## src/rtl/dmem_store_buffer.sv

```systemverilog
// dmem_store_buffer: store FIFO between the core's data port and a slow,
// req/ack handshaked data memory. Stores retire into the FIFO without
// stalling, loads are forwarded from the youngest matching buffered store,
// and load misses stall the core while a memory read is performed.
module dmem_store_buffer #(
  parameter int DEPTH = 4,
  parameter int AW    = 32,
  parameter int DW    = 32
) (
  input  logic                    clk,
  input  logic                    reset,
  input  logic                    cpu_memwrite,
  input  logic                    cpu_memread,
  input  logic [AW-1:0]           cpu_addr,
  input  logic [DW-1:0]           cpu_wdata,
  output logic [DW-1:0]           cpu_rdata,
  output logic                    cpu_stall,
  output logic                    mem_req,
  output logic                    mem_we,
  output logic [AW-1:0]           mem_addr,
  output logic [DW-1:0]           mem_wdata,
  input  logic                    mem_ack,
  input  logic [DW-1:0]           mem_rdata,
  output logic                    buf_empty,
  output logic [$clog2(DEPTH):0]  buf_count
);

  localparam int PW = $clog2(DEPTH);
  localparam int WW = AW - 2;

  typedef enum logic [1:0] {
    IDLE = 2'd0,
    WR   = 2'd1,
    RD   = 2'd2,
    RDV  = 2'd3
  } state_t;

  state_t          state_r;
  state_t          state_nxt_s;

  logic [WW-1:0]   addr_r [DEPTH];
  logic [DW-1:0]   data_r [DEPTH];
  logic [PW-1:0]   head_r;
  logic [PW-1:0]   tail_r;
  logic [PW:0]     count_r;
  logic [PW:0]     count_nxt_s;
  logic [DW-1:0]   rdata_r;

  logic [WW-1:0]   cpu_word_s;
  logic            hit_s;
  logic [DW-1:0]   fwd_s;
  logic            miss_s;
  logic            full_s;
  logic            legal_wr_s;
  logic            push_s;
  logic            pop_s;
  logic            unused_addr_s;

  // Byte offset bits play no part in word matching.
  assign unused_addr_s = ^cpu_addr[1:0];
  assign cpu_word_s    = cpu_addr[AW-1:2];

  assign full_s      = (count_r == (PW+1)'(DEPTH));
  assign miss_s      = cpu_memread & ~hit_s;
  // A simultaneous load wins; the store is dropped.
  assign legal_wr_s  = cpu_memwrite & ~cpu_memread;
  assign push_s      = legal_wr_s & ~full_s;
  assign pop_s       = (state_r == WR) & mem_ack;
  assign count_nxt_s = count_r + {{PW{1'b0}}, push_s} - {{PW{1'b0}}, pop_s};

  assign buf_count = count_r;
  assign buf_empty = (count_r == '0);

  // Search valid entries oldest to youngest so the youngest match wins.
  always_comb begin
    hit_s = 1'b0;
    fwd_s = '0;
    for (int i = 0; i < DEPTH; i++) begin
      if (((PW+1)'(i) < count_r) && (addr_r[head_r + PW'(i)] == cpu_word_s)) begin
        hit_s = 1'b1;
        fwd_s = data_r[head_r + PW'(i)];
      end else begin
        hit_s = hit_s;
        fwd_s = fwd_s;
      end
    end
  end

  // FIFO storage, circular pointers and occupancy count.
  always_ff @(posedge clk or negedge reset) begin
    if (!reset) begin
      head_r  <= '0;
      tail_r  <= '0;
      count_r <= '0;
      for (int i = 0; i < DEPTH; i++) begin
        addr_r[i] <= '0;
        data_r[i] <= '0;
      end
    end else begin
      if (push_s) begin
        addr_r[tail_r] <= cpu_word_s;
        data_r[tail_r] <= cpu_wdata;
        tail_r         <= tail_r + PW'(1);
      end
      if (pop_s) begin
        head_r <= head_r + PW'(1);
      end
      count_r <= count_nxt_s;
    end
  end

  // Controller state and captured read data.
  always_ff @(posedge clk or negedge reset) begin
    if (!reset) begin
      state_r <= IDLE;
      rdata_r <= '0;
    end else begin
      state_r <= state_nxt_s;
      if ((state_r == RD) && mem_ack) begin
        rdata_r <= mem_rdata;
      end
    end
  end

  // Next-state decode plus memory-side and core-side outputs.
  always_comb begin
    state_nxt_s = state_r;
    mem_req     = 1'b0;
    mem_we      = 1'b0;
    mem_addr    = '0;
    mem_wdata   = '0;
    cpu_stall   = 1'b0;
    cpu_rdata   = '0;
    case (state_r)
      IDLE: begin
        if (miss_s) begin
          cpu_stall   = 1'b1;
          state_nxt_s = RD;
        end else if (count_r != '0) begin
          state_nxt_s = WR;
        end else begin
          state_nxt_s = IDLE;
        end
        if (cpu_memread && hit_s) begin
          cpu_rdata = fwd_s;
        end else begin
          cpu_rdata = '0;
        end
      end
      WR: begin
        mem_req   = 1'b1;
        mem_we    = 1'b1;
        mem_addr  = {addr_r[head_r], 2'b00};
        mem_wdata = data_r[head_r];
        if (miss_s) begin
          cpu_stall = 1'b1;
        end else begin
          cpu_stall = 1'b0;
        end
        if (mem_ack) begin
          if (miss_s) begin
            state_nxt_s = RD;
          end else if (count_nxt_s != '0) begin
            state_nxt_s = WR;
          end else begin
            state_nxt_s = IDLE;
          end
        end else begin
          state_nxt_s = WR;
        end
        if (cpu_memread && hit_s) begin
          cpu_rdata = fwd_s;
        end else begin
          cpu_rdata = '0;
        end
      end
      RD: begin
        mem_req   = 1'b1;
        mem_we    = 1'b0;
        mem_addr  = {cpu_word_s, 2'b00};
        cpu_stall = 1'b1;
        if (mem_ack) begin
          state_nxt_s = RDV;
        end else begin
          state_nxt_s = RD;
        end
      end
      RDV: begin
        cpu_rdata = rdata_r;
        if (count_r != '0) begin
          state_nxt_s = WR;
        end else begin
          state_nxt_s = IDLE;
        end
      end
      default: begin
        state_nxt_s = IDLE;
      end
    endcase
    // Full stall looks at the registered count only.
    if (legal_wr_s && full_s) begin
      cpu_stall = 1'b1;
    end else begin
      cpu_stall = cpu_stall;
    end
    if (!reset) begin
      cpu_stall = 1'b0;
      cpu_rdata = '0;
    end else begin
      cpu_stall = cpu_stall;
      cpu_rdata = cpu_rdata;
    end
  end

endmodule

```

## config.mk

```make
export PLATFORM = sky130hd
export DESIGN_NAME = dmem_store_buffer
export DESIGN_NICKNAME = d
export VERILOG_FILES = /design/src/rtl/dmem_store_buffer.sv
export SDC_FILE = /design/constraint.sdc
export NUM_CORES = 1
export LEC_CHECK = 0
export BUFFER_PORTS_ARGS = -buffer_cell sky130_fd_sc_hd__buf_4
export CORE_MARGIN = 5
export CORE_UTILIZATION = 30
export DETAILED_ROUTE_END_ITERATION = 12
export HOLD_SLACK_MARGIN = 0.03
export SKIP_CTS_REPAIR_TIMING = 1
export SYNTH_ARGS = -nofsm -noshare
export SYNTH_HDL_FRONTEND = slang
export SYNTH_SLANG_ARGS = --single-unit
```

## constraint.sdc

```tcl
create_clock -name clk -period 4.1 [get_ports clk]
set_input_delay 0.41 -clock clk [delete_from_list [all_inputs] [get_ports clk]]
set_output_delay 0.41 -clock clk [all_outputs]
set_load 0.1 [all_outputs]
```

---- Yosys cells after proc, flatten, opt, wreduce, memory -nomap -nowiden ----
Cells that the tools add are included.
word-level totals
  input port bits ......................... 101
  output and inout bits ................... 103
  flip-flop bits (word level) ............. 289
  logic and storage cells ................. 119
operators by class
  add/subtract/negate cells ............... 6
  $lt $le $gt $ge ......................... 10
  equal/unequal tests ..................... 8
  reductions and logical operators ........ 14
  multiplexer cells ....................... 56
  bitwise operators ....................... 12
operators with widths
  operator             number
  $mux 32              16
  $mux 30              9
  $bmux 32 s2          4
  $bmux 30 s2          4
  $bwmux 128           1
  $pmux 32 s2          2
  $bwmux 120           1
  $eq 30x30->1         4
  $demux 32 s2         1
  $demux 30 s2         1
  $ge 3x3->1 const B   5
  $not 2->3            5
  $mux 1               12
  $logic_and 1x1->1    8
  $pmux 2 s4           1
  $lt 1x3->1 const A   2
  $lt 2x3->1 const A   2
  $mux 2               3
  $reduce_bool 3->1    2
  $add 2x1->2 const B  2
  $add 2x2->2 const B  2
  $and 1x1->1          4
  $eq 2x2->1 const B   2
  $reduce_or 2->1      2
  other kinds (9)      11

---- Longest topological paths before layout ----
  depth in word-level cells ............... 16
  gate-level depth with buffers ........... 17
  mapped depth without buffers ............ 13

---- Worst setup path before layout ----
Ideal clock, no wire load.
  path type ............................... flip-flop to output port
  start ................................... register head_r[1]
  end ..................................... output cpu_rdata[17]
  data required time ...................... 3.690 ns
  buffers on the path ..................... 7
  cell stages (with the launch flop) ...... 16
  setup slack ............................. -1.626 ns
  arrival ................................. 5.316 ns
  cell sequence ........................... dfrtp_1 -> buf_6 -> buf_8 -> buf_8 -> buf_8 -> buf_12 -> mux2i_4 -> mux2_2 -> xnor2_1 -> a2111oi_2 -> o2111ai_1 -> or2_4 -> buf_6 -> clkbuf_1 -> o221a_2 -> o31ai_1
on the way
  word-level cells in the longest chain between the ends .. 14
  elaborated cells on any way between the ends .. 51
  those cells by class .................... add/sub (3); eq/ne (4); mux (35); bitwise (4); reduce/logical (5)
RTL lines
  element                                                         line      source
  from (decl)                                                     43        logic [PW-1:0] head_r;
  from (signal assigned)                                          106       head_r <= head_r + PW'(1);
  $add 2x1->2 or $not 2->3 (tied branches)                        79, 81
  $not 2->3 (implied by the code) or $bmux 30 s2 (tied branches)  79, 81
  $bmux 30 s2 or $mux 30 (tied branches)                          79        if (((PW+1)'(i) < count_r) && (addr_r[head_r + PW'(i)] == cpu_word_s)) begin
  $mux 30 (implied by the code)                                   79
  $mux 30 (implied by the code) or $eq 30x30->1 (tied branches)   79
  $eq 30x30->1 or $logic_and 1x1->1 (tied branches)               79
  $logic_and 1x1->1 or $mux 1 (tied branches)                     79
  $mux 1 (3 in a row)                                             79
  $logic_and 1x1->1                                               144, 171
  $mux 32 (*)                                                     144, 171
  $pmux 32 s2 (*)                                                 134       case (state_r)
  $mux 32 (*)                                                     206       if (!reset) begin
  to (decl)                                                       16        output logic [DW-1:0] cpu_rdata,
Every way passes the cells marked *; elsewhere a longest branch is shown, timed or not. The select of a mux whose other input is x is not followed.

---- Final worst setup path ----
  start ................................... register head_r[1]
  end ..................................... output cpu_rdata[27]
Same word-level chain as after synthesis.

==> flow_summary.ini <==
[critical_path]
crit_arrival_ps = 4520
critPathRequiredTime_ps = 3690
crit_fanout = 10
endpoint_kind = primary output
criticalPathCategory = flop to primary output
startpoint_type = flop

[power_and_ir_drop]
ir_worst_vdd_uv = 493
p_per_area_nw_per_um2 = 972
p_leak_nw = 12.0
finalPower_mw = 27.4

[min_path]
hold_class = input pin to asynchronous set/reset pin

[placement]
place_ws_ps = -646
gp_congestion = 0.950
port_buffers = 199
dp_hpwl_mm = 60.1

[logic_synthesis]
synth_cell_types = 76
synth_area_leaders = dfrtp_1, mux2_2, mux2i_1, xnor2_1, nand2_1
async_flop_share_pct = 100
synth_cells = 1971
synth_xor_area_share_pct = 4.34
synth-edff-count = 0
synth-compound-area-share_pct = 14.5
synth-adder-area-share_pct = 0.897
synth_area_leader_cell = dfrtp_1
yosysTopAreaCellShare_pct = 35.5
yosys_register_bits = 289
synth_top_family_by_area = multiplexers
syn_area_um2 = 20400
ys.flop_type = dfrtp_1
seq_area_frac_synth_pct = 35.5
synthSimpleGateAreaFrac_pct = 9.08
muxShareOfSynthArea_pct = 30.3
synth-warning-count = 0
avgSynthCellArea_um2 = 10.3

[global_routing]
grt.overflow.total = 0
antenna_found_initial = 7
track_usage_pct = 21.7
grt_pass1_vias = 18700
grt_pass1_wl_mm = 123
grt_start_max_net_pins = 182

[cts]
htreeDepth = 2
cts.reportedPaths.clkPinSlew_ps = 60
cts_tree = done
clk_latency_ps = 580
clock-sinks = 289
cts-root-buf = clkbuf_16
cts_buffers = 37
cts_buffer_depth = 3

[finish]
layout.nets = 2487
register_area_um2 = 7240
multi_input_area_um2 = 13400
area_growth_pct = 38.5
drive_above_1_share_pct = 45.7
num-fill-cells = 6398

[timing]
fmax_ghz = 0.203
finClkSkew_ps = 42.3
worst_pin_slew_ps = 1270
layout_setup_ws_ps = -827
slew_headroom_pct = 15.4
finalHoldViolCount = 0
setup_viol = 33
rsz0062_at_grt = true
period_share_pct = 120
finalCriticalPeriod_ps = 4930
slew_violations = 0
fin_tns_setup_ps = -25480

[flow_run]
maxCapViolations = 0

[floorplan]
die_w_um = 271
fp.coreArea_um2 = 67300
die-area_um2 = 73200
initial_core_util_pct = 30.3
num_rows = 95
io_pins = 204
dieHeight_um = 271

[routing]
ant_nets = 0
vias = 18200
routed_wirelength_mm = 84.1
remaining_drc_errors = 0
drt-initial-drc-count = 1705
viasPerCell = 5.55
drt_pass1_iterations = 6
wl_per_cell_um = 25.7

[run_status]
status = finished with violations
violations = setup timing
cell usage in the layout, fill, tap and decap left out, types with 11 or more instances in the layout:
cell         n
xor2_1      18
o22ai_1     30
dfrtp_1    285
nand2_1    130
o21ai_0     49
mux2i_4     15
a211oi_4    17
a21oi_1     45
nor2b_1     39
ha_1        12
nand4_1     11
mux2i_1    219
clkbuf_16   43
a22oi_1     26
xnor2_1     75
o21ai_1     17
o221a_1     16
mux4_2      11
buf_6       13
mux2_2     289
nor3_1      20
and3_1      26
nand3_1     51
buf_4      468
o31ai_4     36
mux2i_2     25
a32oi_1     29
buf_12      54
o221a_2     13
nor2_1      59
inv_1       37
cell type report:
cell class / instances / area share (%)
Multi-Input combinational cell: 1457 / 47.6
Antenna cell: 3 / 0.0266
Clock buffer: 48 / 3.72
Inverter: 39 / 0.523
Sequential cell: 289 / 25.7
Timing Repair Buffer: 548 / 17.7
Tap cell: 873 / 3.87
Clock inverter: 17 / 0.874
synth_stat cells, drive strengths merged (45+ instances only):
| cell type | number |
|---|---|
| o21ai | 68 |
| mux2i | 259 |
| nor2 | 59 |
| o31ai | 48 |
| dfrtp | 289 |
| xnor2 | 82 |
| clkbuf | 89 |
| mux2 | 292 |
| nand2 | 137 |
| nand3 | 54 |
| a21oi | 45 |
| buf | 98 |
sequential cells by signal, indices dropped and copies added, names as in the netlist:
signal,flops
rdata_r,32
tail_r,2
data_r,128
state_r,2
addr_r,120
head_r,2
buf_count,3
critical path: stages (launching register included):
cell and delay [ps]:
dfrtp_4 570, buf_4 190, clkbuf_16 190, mux2i_4 210, mux2_4 280, xnor2_2 200, a2111oi_4 460, o2111ai_4 240
or2_4 350, a41oi_4 200, buf_12 160, clkbuf_16 190, o21ai_1 120, o31ai_4 340, buf_12 220
path summary, 6_finish.rpt:
path,start,slack (ps),cells past startpoint,endpoint
worst max register to register,head_r[1],380,16,state_r[0]
min in group clk,mem_rdata[22],60,2,rdata_r[22]
max in group asynchronous,reset,2640,3,addr_r[80]
worst min-delay path,reset,30,2,data_r[59]
worst max-delay path,head_r[1],-830,14,cpu_rdata[27]
worst min register to register,rdata_r[26],510,1,rdata_r[26]
through the flow:
| step | utilization (%) | hold WS [ps] | std cells | area [um2] |
|---|---|---|---|---|
| 3_5_place_dp | 38.1 | 496 | 3188 | 25700 |
| 2_1_floorplan | - | 114 | 1972 | 21200 |
| 4_1_cts | 40.1 | 26.4 | 3253 | 26900 |
| 3_3_place_gp | 38.1 | 487 | 3188 | 25700 |
| 6_report | 41.9 | 34.6 | 3274 | 28200 |
| 5_1_grt | 41.9 | 43.4 | 3271 | 28200 |
metal layers:
layer | global-route usage (%) | up-vias | wire length, um
li1 | - | 8118 | -
met2 | 36.2 | 612 | 40200
met4 | 6.67 | 4 | 2900
met3 | 3.29 | 147 | 4590
met5 | 0 | - | 14
met1 | 29.0 | 9297 | 36400
cell families (layout without fill, tap and decap cells):
logic type / count (synthesis) / after routing
fa+ha+maj: 14 / 14
buf+inv: 226 / 652
simple gates: 384 / 384
compound gates: 394 / 394
other cells: 1 / 5
mux: 562 / 562
flops: 289 / 289
xor+xnor: 101 / 101
power by group:
part           switching, mW  internal, mW
Combinational           10.7          7.70
Clock                   1.39          2.13
Sequential              1.21          4.31
Total                   13.3          14.1
No activity file was read; power rests on OpenSTA's default activity.
